===== src/rtl/ssd1306_stream_seq.sv =====
// Byte sequencer feeding an I2C byte master: SSD1306 init command stream, or a full
// frame (address-window commands followed by the framebuffer contents).
module ssd1306_stream_seq #(
   parameter logic [6:0] I2C_ADDR = 7'h3C,
   parameter int         FB_BYTES = 1024,
   parameter int         FB_AW    = $clog2(FB_BYTES)
) (
   input  logic             clk,
   input  logic             rst_n,
   input  logic             init_req,
   input  logic             frame_req,
   output logic [FB_AW-1:0] fb_addr,
   input  logic [7:0]       fb_data,
   output logic [7:0]       i2c_data,
   output logic             i2c_start,
   output logic             i2c_last,
   input  logic             i2c_busy,
   input  logic             i2c_done,
   output logic             busy,
   output logic             init_done,
   output logic             frame_done
);

   typedef enum logic [2:0] {S_IDLE, S_FETCH, S_LOAD, S_REQ, S_WAIT} state_t;
   typedef enum logic [1:0] {T_INIT, T_WIN, T_DATA} txn_t;

   state_t           state_q;
   txn_t             txn_q;
   logic [10:0]      k_q;
   logic [FB_AW-1:0] fb_addr_q;
   logic [7:0]       i2c_data_q;
   logic             i2c_start_q, i2c_last_q, busy_q, init_done_q, frame_done_q;

   logic [4:0]  rom_idx;
   logic [10:0] last_k;
   logic [7:0]  tx_byte_d;

   assign rom_idx = 5'(k_q - 11'd2);

   function automatic logic [7:0] init_rom(input logic [4:0] i);
      case (i)
         5'd0:  return 8'hAE;  5'd1:  return 8'hD5;  5'd2:  return 8'h80;
         5'd3:  return 8'hA8;  5'd4:  return 8'h3F;  5'd5:  return 8'hD3;
         5'd6:  return 8'h00;  5'd7:  return 8'h40;  5'd8:  return 8'h8D;
         5'd9:  return 8'h14;  5'd10: return 8'h20;  5'd11: return 8'h00;
         5'd12: return 8'hA1;  5'd13: return 8'hC8;  5'd14: return 8'hDA;
         5'd15: return 8'h12;  5'd16: return 8'h81;  5'd17: return 8'hCF;
         5'd18: return 8'hD9;  5'd19: return 8'hF1;  5'd20: return 8'hDB;
         5'd21: return 8'h40;  5'd22: return 8'hA4;  5'd23: return 8'hA6;
         5'd24: return 8'hAF;
         default: return 8'h00;
      endcase
   endfunction

   // Column range 0..127, page range 0..7
   function automatic logic [7:0] win_rom(input logic [2:0] i);
      case (i)
         3'd2: return 8'h21;  3'd3: return 8'h00;  3'd4: return 8'h7F;
         3'd5: return 8'h22;  3'd6: return 8'h00;  3'd7: return 8'h07;
         default: return 8'h00;
      endcase
   endfunction

   always_comb begin
      last_k = 11'd26;
      case (txn_q)
         T_WIN:   last_k = 11'd7;
         T_DATA:  last_k = 11'(FB_BYTES + 1);
         default: last_k = 11'd26;
      endcase
   end

   always_comb begin
      tx_byte_d = 8'h00;
      if (k_q == 11'd0)      tx_byte_d = {I2C_ADDR, 1'b0};
      else if (k_q == 11'd1) tx_byte_d = (txn_q == T_DATA) ? 8'h40 : 8'h00;
      else begin
         case (txn_q)
            T_INIT:  tx_byte_d = init_rom(rom_idx);
            T_WIN:   tx_byte_d = win_rom(k_q[2:0]);
            default: tx_byte_d = fb_data;
         endcase
      end
   end

   always_ff @(posedge clk or negedge rst_n) begin
      if (!rst_n) begin
         state_q      <= S_IDLE;
         txn_q        <= T_INIT;
         k_q          <= '0;
         fb_addr_q    <= '0;
         i2c_data_q   <= '0;
         i2c_start_q  <= 1'b0;
         i2c_last_q   <= 1'b0;
         busy_q       <= 1'b0;
         init_done_q  <= 1'b0;
         frame_done_q <= 1'b0;
      end else begin
         frame_done_q <= 1'b0;
         case (state_q)
            S_IDLE: begin
               if (init_req || frame_req) begin
                  txn_q   <= init_req ? T_INIT : T_WIN;
                  k_q     <= '0;
                  busy_q  <= 1'b1;
                  state_q <= S_LOAD;
               end
            end
            S_FETCH: state_q <= S_LOAD;
            S_LOAD: begin
               i2c_data_q  <= tx_byte_d;
               i2c_last_q  <= (k_q == last_k);
               i2c_start_q <= 1'b1;
               state_q     <= S_REQ;
            end
            // Master ticks slowly; keep the request up until it reports busy
            S_REQ: begin
               if (i2c_busy) begin
                  i2c_start_q <= 1'b0;
                  state_q     <= S_WAIT;
               end
            end
            S_WAIT: begin
               if (i2c_done) begin
                  if (k_q != last_k) begin
                     k_q <= k_q + 11'd1;
                     if (txn_q == T_DATA && k_q >= 11'd1) begin
                        fb_addr_q <= FB_AW'(k_q - 11'd1);
                        state_q   <= S_FETCH;
                     end else begin
                        state_q <= S_LOAD;
                     end
                  end else if (txn_q == T_WIN) begin
                     txn_q   <= T_DATA;
                     k_q     <= '0;
                     state_q <= S_LOAD;
                  end else begin
                     state_q <= S_IDLE;
                     busy_q  <= 1'b0;
                     if (txn_q == T_INIT) init_done_q  <= 1'b1;
                     else                 frame_done_q <= 1'b1;
                  end
               end
            end
            default: state_q <= S_IDLE;
         endcase
      end
   end

   assign fb_addr    = fb_addr_q;
   assign i2c_data   = i2c_data_q;
   assign i2c_start  = i2c_start_q;
   assign i2c_last   = i2c_last_q;
   assign busy       = busy_q;
   assign init_done  = init_done_q;
   assign frame_done = frame_done_q;

endmodule


===== config.mk =====
export PLATFORM = sky130hd
export DESIGN_NAME = ssd1306_stream_seq
export DESIGN_NICKNAME = d
export VERILOG_FILES = /design/src/rtl/ssd1306_stream_seq.sv
export SDC_FILE = /design/constraint.sdc
export NUM_CORES = 1
export LEC_CHECK = 0
export CORE_MARGIN = 4
export CORE_UTILIZATION = 51
export CTS_CLUSTER_DIAMETER = 60
export CTS_CLUSTER_SIZE = 30
export DETAILED_ROUTE_END_ITERATION = 16
export GPL_ROUTABILITY_DRIVEN = 0
export PLACE_DENSITY = 0.77
export SYNTH_ARGS = -nofsm -noshare
export SYNTH_HDL_FRONTEND = slang
export SYNTH_SLANG_ARGS = --single-unit

===== constraint.sdc =====
create_clock -name clk -period 2.78 [get_ports clk]
set_input_delay 0.695 -clock clk [delete_from_list [all_inputs] [get_ports clk]]
set_output_delay 0.695 -clock clk [all_outputs]
set_load 0.1 [all_outputs]

# Word level (Yosys, flattened, before mapping)
# Memories as Yosys holds them, arrays and structs flattened.
# Index checks and enable logic that the tools add are counted.
[op_classes] n_eq_ne=20 addsub=3 muxes=36 bitwise=2 order_cmp=1 reduce_logical=14
[ops] operator="2-to-1 mux 11 bit" count=4
[ops] operator="case mux 11 bit (2 select lines)" count=2
[ops] operator="case mux 7 bit (4 select lines)" count=1
[ops] operator="2-to-1 mux 8 bit" count=2
[ops] operator="case mux 8 bit (2 select lines)" count=1
[ops] operator="case mux 3 bit (5 select lines)" count=1
[ops] operator="AND reduction 5 bit" count=3
[ops] operator="== test 3 bit (second input constant)" count=4
[ops] operator="2-to-1 mux 2 bit" count=6
[ops] operator="2-to-1 mux 3 bit" count=4
[ops] operator="inequality test 2 bit (second input constant)" count=6
[ops] operator="adder 11 x 1 -> 11 bit (second input constant)" count=1
[ops] operator="== test 11 x 1 -> 1 bit (second input constant)" count=1
[ops] operator="== test 11 bit" count=1
[ops] operator=">= comparator 11 x 1 -> 1 bit (second input constant)" count=1
[ops] operator="logical NOT 11 bit" count=1
[ops] operator="2-to-1 mux 1 bit" count=11
[ops] operator="inequality test 11 bit" count=1
[ops] operator="subtractor 10 x 1 -> 10 bit (second input constant)" count=1
[ops] operator="== test 3 x 2 -> 1 bit (second input constant)" count=3
[ops] operator="AND reduction 4 bit" count=2
[ops] operator="2-to-1 mux 7 bit" count=1
[ops] operator="subtractor 5 x 2 -> 5 bit (second input constant)" count=1
[ops] operator="case mux 1 bit (2 select lines)" count=2
[ops] operator="other kinds (13)" count=15
[totals] out_inout_bits=23 memories=1 reg_bits=39 word_cells=87 romBits=256
[mem_list] name="(name not given)" depth=32 word_bits=8 rd=1 rd_clocked_by_memory_dff=0 wr=0 line_no="41" text="case (i)"

# Logic depth before layout (Yosys ltp)
# Gate-level depths: netlist of run 1.
[logic_depth] depth_word=6 ltp_mapped=11

# Worst setup path after synthesis of run 1
# Ideal clock, no wire load.
[synth_timing] path_kind="register to register" from="reg k_q[1]" to="reg fb_addr_q[2], in the netlist fb_addr[2]" n_path_buf=3 required_time_ns=2.654 setup_time_ns=0.126 arrival_ns=2.559 path_stages_with_launch=11 setup_slack_ns=0.094 period_less_slack_ns=2.686 path_cell_list="dfrtp_1 -> clkbuf_2 -> clkbuf_1 -> inv_1 -> ha_1 -> a21boi_1 -> nand3b_1 -> o41ai_2 -> nor3_2 -> buf_6 -> mux2_4"
[synth_via] elab_chain_cells=3 elab_cells_between_ends=5 classes_between="add/sub: 1; order compare: 1; eq/ne: 1; reduce/logical: 2"
[synth_lines] item="from (decl)" line_no="29" text="logic [10:0] k_q;"
[synth_lines] item="from (signal assigned)" line_no="126" text="k_q <= k_q + 11'd1;"
[synth_lines] item=">= comparator 11 x 1 -> 1 bit" line_no="127" text="if (txn_q == T_DATA && k_q >= 11'd1) begin"
[synth_lines] item="logical AND 1 bit" line_no="127"
[synth_lines] item="AND reduction 4 bit (no line)"
[synth_lines] item="to (signal assigned)" line_no="128" text="fb_addr_q <= FB_AW'(k_q - 11'd1);"
[synth_lines] item="to (decl)" line_no="30" text="logic [FB_AW-1:0] fb_addr_q;"
# Parallel ways exist; a longest one is shown, timed or not.
# A chain may end at the register's enable or synchronous reset.

# Final worst setup path of run 1
[layout_timing] from="reg k_q[1]" to="reg i2c_data_q[4], in the netlist i2c_data[4]"
[layout_via] elab_chain_cells=5 elab_cells_between_ends=12 classes_between="add/sub: 1; eq/ne: 5; mux: 4; reduce/logical: 1; memory: 1"
[layout_lines] item="subtractor 5 x 2 -> 5 bit, or another cell as far along" line_no="38" text="assign rom_idx = 5'(k_q - 11'd2);"
[layout_lines] item="memory read (32 x 8 bit) or case mux 7 bit (4 select lines) (tied branches)"
[layout_lines] item="case mux 8 bit (2 select lines)" line_no="78" text="case (txn_q)"
[layout_lines] item="2-to-1 mux 8 bit" line_no="76" text="else if (k_q == 11'd1) tx_byte_d = (txn_q == T_DATA) ? 8'h40 : 8'h00;"
[layout_lines] item="2-to-1 mux 8 bit (*)" line_no="75" text="if (k_q == 11'd0) tx_byte_d = {I2C_ADDR, 1'b0};"
[layout_lines] item="to (signal assigned)" line_no="111" text="i2c_data_q <= tx_byte_d;"
[layout_lines] item="to (decl)" line_no="31" text="logic [7:0] i2c_data_q;"
# Every way passes the cells marked *; elsewhere a longest branch is shown, timed or not.

==> run summary, run 1 <==
OUTCOME
--------------------------------------------------------------------------------------------------------
Run status                                                                                  complete, no violations

POWER
--------------------------------------------------------------------------------------------------------
Design internal power                                                                            1.40 mW
Clk pwr share                                                                                      17.8%
Leak pwr                                                                                         1.56 nW
Logic gate share of total power                                                                    55.3%
Power density over the cells                                                                 775 nW/um^2
Net switching power figure                                                                       1.35 mW
Share of total power in sequential cells                                                           26.9%
Maximum VDD drop                                                                              0.000786 V
Fraction of power spent switching nets                                                             49.0%

SYNTH
--------------------------------------------------------------------------------------------------------
Post-synth cell types                                                                                 67
Number of flops mapped to enable cells by yosys                                                        0
Number of synthesized register bits                                                                   39
Post-Syn Instances                                                                                   353
Prevailing post-synth register cell                                                         sky130_fd_sc_hd__dfrtp_1
Mapped cell area                                                                               3050 um^2
Proportion of synthesized chip area in sequential cells                                            32.0%
Synthesized net count                                                                                382
Yosys synthesis warning count                                                                          0
Async set or reset register ratio after synthesis                                                   100%
Synthesized area per cell                                                                      8.63 um^2

ROUTE
--------------------------------------------------------------------------------------------------------
Total wire length                                                                                8270 um
Met1 Routed Length                                                                               3630 um
Routed Antenna Nets                                                                                    0
Length of the first detailed-routing pass in iterations                                                5
Uppermost layer routed                                                                              met4
Violation count after the first detailed-routing iteration                                           257
Average vias per placed instance                                                                    6.19
Met3 wirelength from detailed routing                                                             721 um
Number of remaining DRC errors                                                                         0
Routed length on met2                                                                            3770 um
Avg WL per Cell                                                                                  18.0 um
DR vias                                                                                             2842

STA
--------------------------------------------------------------------------------------------------------
Crit path setup slack, layout                                                                   0.217 ns
Slew Viols, Final                                                                                      0
Worst-Margin Slew                                                                               0.999 ns
Summed negative setup slack over all endpoints                                                      0 ns
Total count of hold-check failures in the final report                                                 0
Max frequency                                                                                  0.390 GHz
Final setup violation count                                                                            0
Period utilization                                                                                 92.2%
Shortest clock period the worst path allows after layout                                         2.56 ns
Clock skew after layout                                                                       0.00984 ns
Relative slew slack                                                                                32.9%
Unrepaired setup endpoints after global routing                                                       no

WORST HOLD PATH
--------------------------------------------------------------------------------------------------------
Hold Path Depth                                                                                        1
Hold Crit Class                                                                             flop to flop

DIE
--------------------------------------------------------------------------------------------------------
Die extent in y                                                                                  85.3 um
Row cnt                                                                                               27
Std-Cell Core Area                                                                             5640 um^2
Number of top-level pins                                                                              37
Initial core utilization                                                                           54.0%
Width of the die                                                                                 85.3 um
Total Die Area                                                                                 7270 um^2

CLOCK TREE
--------------------------------------------------------------------------------------------------------
Longest Clk Path Bufs                                                                                  2
Sinks on the clock net                                                                                39
Number of gates given a new drive strength after cts                                                   0
Total clock buffers created by CTS                                                                     5
Post-CTS clock slew at the launch and capture registers of the worst setup and hold paths        0.09 ns
CTS tree                                                                                           built
H-tree level count                                                                                     2
Clock Latency Late Sink                                                                          0.30 ns
Post-CTS Hold Buffers                                                                                  0
Post-CTS setup buffer count                                                                            0
CTS Root Cell                                                                               sky130_fd_sc_hd__clkbuf_8

GRT
--------------------------------------------------------------------------------------------------------
Global-route wire length before repair                                                          13600 um
Via count of the first global-routing pass                                                          2738
Initial antenna violation count                                                                        0
Global-route congestion overflow total                                                                 0
Largest net degree at the start of global routing                                                     40
Global routing usage summed across all routing layers                                              23.1%

WORST SETUP PATH
--------------------------------------------------------------------------------------------------------
Endpoint of the worst register-to-register path                                             i2c_data[4]$_DFFE_PN0P_
FF-to-FF Start                                                                              k_q[1]$_DFFE_PN0P_
CP Capture Type                                                                                     flop
Setup slack, reg-to-reg                                                                          0.22 ns
Maximum fanout count along the critical path                                                          13
Critical path endpoint                                                                      i2c_data[4]$_DFFE_PN0P_
Source of the critical timing path                                                          k_q[1]$_DFFE_PN0P_
Data arrival time of the critical path                                                           2.72 ns
Worst r2r path cells                                                                                   8
Required time at the endpoint of the critical path                                               2.94 ns
CP Class                                                                                    flop to flop
Startpoint class of the critical path                                                               flop

FINAL LAYOUT
--------------------------------------------------------------------------------------------------------
Layout cell share with drive strength beyond 1                                                     19.4%
Relative area change from synthesis to final layout                                                16.4%
Number of nets in the finished design                                                                415
Final non-filler cell total                                                                          459
Count of antenna diodes in the layout                                                                  0

RUN
--------------------------------------------------------------------------------------------------------
Max_cap viols                                                                                          0

PLACEMENT
--------------------------------------------------------------------------------------------------------
Cell count after placement                                                                           451
Port bufs                                                                                             36
Dpl ws                                                                                          0.293 ns
DPL Wire Length                                                                                  5930 um

-- layout by cell type (no fill, tap or decap), types with 5 or more instances in the layout --
cell type                         synthesis  layout
sky130_fd_sc_hd__clkdlybuf4s50_1          0      12
sky130_fd_sc_hd__mux2_2                   6       6
sky130_fd_sc_hd__xor2_1                   6       6
sky130_fd_sc_hd__nand3_1                 10      10
sky130_fd_sc_hd__nand2_1                 40      40
sky130_fd_sc_hd__nor2_1                  27      27
sky130_fd_sc_hd__nor3_1                   8       8
sky130_fd_sc_hd__nand4_1                  6       6
sky130_fd_sc_hd__ha_1                    15      15
sky130_fd_sc_hd__inv_1                   15      15
sky130_fd_sc_hd__a21oi_1                 23      23
sky130_fd_sc_hd__buf_4                    0      40
sky130_fd_sc_hd__o21ai_0                 19      19
sky130_fd_sc_hd__and2_1                   5       5
sky130_fd_sc_hd__xnor2_1                  6       6
sky130_fd_sc_hd__mux2_4                   8       8
sky130_fd_sc_hd__nor4_1                   7       7
sky130_fd_sc_hd__mux2i_1                  8       8
sky130_fd_sc_hd__a31oi_1                  6       6
sky130_fd_sc_hd__clkbuf_8                 0       5
sky130_fd_sc_hd__dfrtp_1                 39      39
-- stage by stage --
stage	instance area [um^2]	hold WS (ns)	total power, mW	utilization (%)
after floorplan	3050	0.399	1.86	-
after global placement	3430	0.475	2.22	60.8
after detailed placement	3430	0.469	2.24	60.8
after CTS	3540	0.502	2.73	62.8
after global routing	3540	0.523	2.91	62.8
final	3540	0.504	2.75	62.8
-- state kept, by name (all words and copies together), names as in the netlist --
name,count
fb_addr,10
txn_q,2
frame_done,1
k_q,11
state_q,3
busy,1
i2c_last,1
i2c_start,1
init_done,1
i2c_data,8
-- layer usage --
| metal | GRT usage [%] | vias up |
|---|---|---|
| met5 | 0 | - |
| met4 | 7.77 | 0 |
| met3 | 3.69 | 19 |
| met2 | 36.2 | 139 |
| met1 | 32.3 | 1340 |
| li1 | - | 1344 |
-- worst min path at each step --
stage,start,endpoint,slack [ns]
3_5_place_dp,init_done$_DFFE_PN0P_,init_done$_DFFE_PN0P_,0.47
6_report,init_done$_DFFE_PN0P_,init_done$_DFFE_PN0P_,0.50
4_1_cts,init_done$_DFFE_PN0P_,init_done$_DFFE_PN0P_,0.50
2_1_floorplan,rst_n,busy$_DFFE_PN0P_,0.40
3_3_place_gp,init_done$_DFFE_PN0P_,init_done$_DFFE_PN0P_,0.47
5_1_grt,i2c_last$_DFFE_PN0P_,i2c_last$_DFFE_PN0P_,0.52
-- cell type report --
type,instances,area [um^2]
timing repair buffer,53,425
sequential,39,976
clock inverter,3,43.8
inverter,16,60.1
tap,72,90.1
fill,499,2100
clock buffer,5,68.8
multi-input combinational,271,1880
-- Yosys cell counts (5+ instances only) --
cell type	instances	area (um^2)
sky130_fd_sc_hd__nor2_1	27	101
sky130_fd_sc_hd__clkbuf_1	13	48.8
sky130_fd_sc_hd__buf_2	10	50.1
sky130_fd_sc_hd__dfrtp_1	39	976
sky130_fd_sc_hd__xnor2_1	6	52.6
sky130_fd_sc_hd__mux2_4	8	120
sky130_fd_sc_hd__nand4_1	6	37.5
sky130_fd_sc_hd__and2_1	5	31.3
sky130_fd_sc_hd__inv_1	15	56.3
sky130_fd_sc_hd__xor2_1	6	52.6
sky130_fd_sc_hd__ha_1	15	188
sky130_fd_sc_hd__nor3_1	8	40.0
sky130_fd_sc_hd__mux2i_1	8	80.1
sky130_fd_sc_hd__mux2_2	6	67.6
sky130_fd_sc_hd__a21oi_1	23	115
sky130_fd_sc_hd__nand2_1	40	150
sky130_fd_sc_hd__a31oi_1	6	37.5
sky130_fd_sc_hd__nor4_1	7	43.8
sky130_fd_sc_hd__nand3_1	10	50.1
sky130_fd_sc_hd__o21ai_0	19	95.1
-- power by group through the flow --
stage	Sequential (mW)	Combinational, mW	Clock, mW
2_1_floorplan	1.05	0.808	0
6_report	0.738	1.52	0.490
5_1_grt	0.752	1.64	0.520
4_1_cts	0.737	1.50	0.495
3_3_place_gp	0.744	1.48	0
3_5_place_dp	0.746	1.50	0
-- logic make-up after synthesis --
kind of cell	Yosys count	share of synthesized area (%)
adder cells (fa/ha/maj)	15	6.16
AO/OA/AOI/OAI	91	19.8
multiplexers	23	9.53
AND/OR/NAND/NOR	129	22.2
flip-flops	39	32.0
XOR/XNOR	13	3.99
buffers and inverters	43	6.24
-- worst max-delay path: stages, from the launching register on --
cell and delay [ns]:
sky130_fd_sc_hd__dfrtp_1 0.37, sky130_fd_sc_hd__inv_1 0.12, sky130_fd_sc_hd__ha_1 0.25, sky130_fd_sc_hd__buf_4 0.19, sky130_fd_sc_hd__xnor2_1 0.79, sky130_fd_sc_hd__or3_1 0.21, sky130_fd_sc_hd__a21oi_1 0.06, sky130_fd_sc_hd__o211ai_1 0.29
sky130_fd_sc_hd__a21boi_0 0.15
Note: power is estimated with default switching activity, not from simulation.
==> run 2, diff against run 1 <==
- SETUP_SLACK_MARGIN: not set -> 0.5
==> run summary, run 2 (synthesis gave the netlist of run 1 again) <==
CLOCK TREE
--------------------------------------------------------------------------------------------------------
CTS Root Cell                                                                               sky130_fd_sc_hd__clkbuf_8
CTS tree                                                                                           built
Sinks on the clock net                                                                                39   unchanged
Post-CTS clock slew at the launch and capture registers of the worst setup and hold paths        0.09 ns   about the same
Longest Clk Path Bufs                                                                                  2   unchanged
Total clock buffers created by CTS                                                                     5   unchanged
Clock Latency Late Sink                                                                          0.31 ns   about the same
Post-CTS Hold Buffers                                                                                  0   unchanged
H-tree level count                                                                                     2   unchanged

DIE
--------------------------------------------------------------------------------------------------------
Row cnt                                                                                               27   unchanged
Std-Cell Core Area                                                                             5640 um^2   unchanged
Total Die Area                                                                                 7270 um^2   unchanged
Width of the die                                                                                 85.3 um   unchanged
Initial core utilization                                                                           54.0%   unchanged
Number of top-level pins                                                                              37   unchanged
Die extent in y                                                                                  85.3 um   unchanged

ROUTE
--------------------------------------------------------------------------------------------------------
Avg WL per Cell                                                                                  17.9 um   -0.42%
Number of remaining DRC errors                                                                         0   unchanged
Length of the first detailed-routing pass in iterations                                                5   unchanged
Total wire length                                                                                8290 um   +0.23%
Violation count after the first detailed-routing iteration                                           257   unchanged
Average vias per placed instance                                                                    6.21   +0.36%
DR vias                                                                                             2871   +1.0%
Routed Antenna Nets                                                                                    0   unchanged

POWER
--------------------------------------------------------------------------------------------------------
Maximum VDD drop                                                                              0.000603 V   -23%
Post-layout total power                                                                          2.82 mW   +2.7%
Leak pwr                                                                                         1.59 nW   +1.9%
Power density over the cells                                                                 772 nW/um^2   -0.42%

GRT
--------------------------------------------------------------------------------------------------------
Global-route wire length before repair                                                          13500 um   -0.92%
Global-route congestion overflow total                                                                 0   unchanged
Initial antenna violation count                                                                        0   unchanged
Largest net degree at the start of global routing                                                     40   unchanged
Via count of the first global-routing pass                                                          2666   -2.6%
Global routing usage summed across all routing layers                                              22.9%   -0.16 points

WORST SETUP PATH
--------------------------------------------------------------------------------------------------------
Count of buffer and inverter cells on the critical path                                                2   unchanged
Data arrival time of the critical path                                                           2.43 ns   -0.29 ns
Startpoint class of the critical path                                                               flop
Maximum fanout count along the critical path                                                          22   +9
Most frequent CP cell                                                                       sky130_fd_sc_hd__buf_4
CP Class                                                                                    flop to flop
Worst-path cell with the longest stage delay                                                sky130_fd_sc_hd__dfrtp_1
Sequence of cells on the critical path                                                      buf_4, and3b_1, a21oi_1, nor3_4, nor3_2, buf_4, mux2_2
CP Capture Type                                                                                     flop
Maximum cell stage delay along the critical path                                                 0.42 ns   -0.37 ns
Largest delay contributor family on the critical path                                       simple AND/OR/NAND/NOR gates
Required time at the endpoint of the critical path                                               2.98 ns   +0.04 ns

FINAL LAYOUT
--------------------------------------------------------------------------------------------------------
Layout cell share with drive strength beyond 1                                                     24.1%   +4.7 points
Max reg flops                                                                                         11   unchanged
Number of nets in the finished design                                                                418   +0.72%
Reg with most FFs                                                                                    k_q
Relative area change from synthesis to final layout                                                20.0%
Count of antenna diodes in the layout                                                                  0   unchanged
Number of filler cells placed in the layout                                                          484   -3.0%
Leading cell type in the layout, fill and taps excluded                                     sky130_fd_sc_hd__buf_4
Commonest non-fill, non-tap cells in the layout                                             sky130_fd_sc_hd__buf_4 (42), sky130_fd_sc_hd__nand2_1 (40), sky130_fd_sc_hd__dfrtp_1 (37), sky130_fd_sc_hd__nor2_1 (27), sky130_fd_sc_hd__a21oi_1 (22)
Final non-filler cell total                                                                          462   +0.65%

STA
--------------------------------------------------------------------------------------------------------
Max frequency                                                                                  0.449 GHz   +15%
Worst-Margin Slew                                                                               0.895 ns   -0.104 ns
Shortest clock period the worst path allows after layout                                         2.23 ns   -0.333 ns
Clock skew after layout                                                                       0.00528 ns   -0.00456 ns
Summed negative setup slack over all endpoints                                                      0 ns   unchanged
Final setup violation count                                                                            0   unchanged
Relative slew slack                                                                                40.3%   +7.4 points
Period utilization                                                                                 80.2%   -12 points
Slew Viols, Final                                                                                      0   unchanged
Total count of hold-check failures in the final report                                                 0   unchanged
Unrepaired setup endpoints after global routing                                                      yes

OUTCOME
--------------------------------------------------------------------------------------------------------
Run status                                                                                  complete, no violations

PLACEMENT
--------------------------------------------------------------------------------------------------------
DPL Wire Length                                                                                  5850 um   -1.4%
Cell count after placement                                                                           448   -0.67%
Port bufs                                                                                             36   unchanged

WORST HOLD PATH
--------------------------------------------------------------------------------------------------------
Hold Crit Class                                                                             flop to flop

RUN
--------------------------------------------------------------------------------------------------------
Max_cap viols                                                                                          0   unchanged

## run 2: metal layers
metal	vias up	GRT usage (%)	share of wire [%]
met2	136	35.3	47
met5	-	0	0
met4	0	6.33	1.4
met1	1371	33.0	45
met3	12	3.98	7.3
li1	1352	-	-
## run 2: report_power, final
| group | internal [mW] | switching (mW) | total (mW) |
|---|---|---|---|
| registers | 0.652 | 0.0942 | 0.747 |
| logic | 0.523 | 1.05 | 1.57 |
| clock network | 0.268 | 0.233 | 0.501 |
## run 2: worst paths after layout
check / from / depth (start not counted) / endpoint / slack (ns)
max in group asynchronous: rst_n / 1 / k_q[4]$_DFFE_PN0P_ / 1.66
min in group asynchronous: rst_n / 1 / fb_addr[6]$_DFFE_PN0P_ / 0.50
max: k_q[1]$_DFFE_PN0P_ / 7 / fb_addr[0]$_DFFE_PN0P_ / 0.55
max reg2reg: k_q[1]$_DFFE_PN0P_ / 7 / fb_addr[0]$_DFFE_PN0P_ / 0.55
min: init_done$_DFFE_PN0P_ / 1 / init_done$_DFFE_PN0P_ / 0.47
min reg2reg: init_done$_DFFE_PN0P_ / 1 / init_done$_DFFE_PN0P_ / 0.47
## run 2: stage by stage
step | hold slack, ns | worst slack, ns | instance area (um^2) | utilization (%)
floorplan | 0.399 | 0.527 | 3130 | -
global placement | 0.464 | 0.301 | 3450 | 61.2
detailed placement | 0.462 | 0.288 | 3450 | 61.2
CTS | 0.485 | 0.517 | 3600 | 63.8
global route | 0.521 | 0.418 | 3660 | 64.8
finish | 0.474 | 0.551 | 3660 | 64.8
## run 2: cell type report
| cell class | instances | area [um^2] | share of cell area [%] |
|---|---|---|---|
| Clock buffer | 5 | 68.8 | 1.88 |
| Clock inverter | 3 | 43.8 | 1.20 |
| Inverter | 16 | 66.3 | 1.81 |
| Multi-Input combinational cell | 271 | 1960 | 53.5 |
| Sequential cell | 39 | 978 | 26.8 |
| Tap cell | 72 | 90.1 | 2.46 |
| Timing Repair Buffer | 56 | 452 | 12.4 |
## run 2: worst reg2reg max path: cells and delay by family (launching register included)
| family | cells | cell delay [ns] |
|---|---|---|
| buffers and inverters | 2 | 0.48 |
| and+or+nand+nor | 3 | 0.55 |
| DFF | 1 | 0.42 |
| AOI/OAI and AO/OA | 1 | 0.34 |
| muxes | 1 | 0.33 |
## run 2: repair_timing
| action | 4_1_cts | 5_1_grt |
|---|---|---|
| gates resized for setup | 0 | 11 |
| buffers inserted | 4 | 2 |
| pin swaps | 3 | 2 |
| setup endpoints to repair | 7 | 20 |
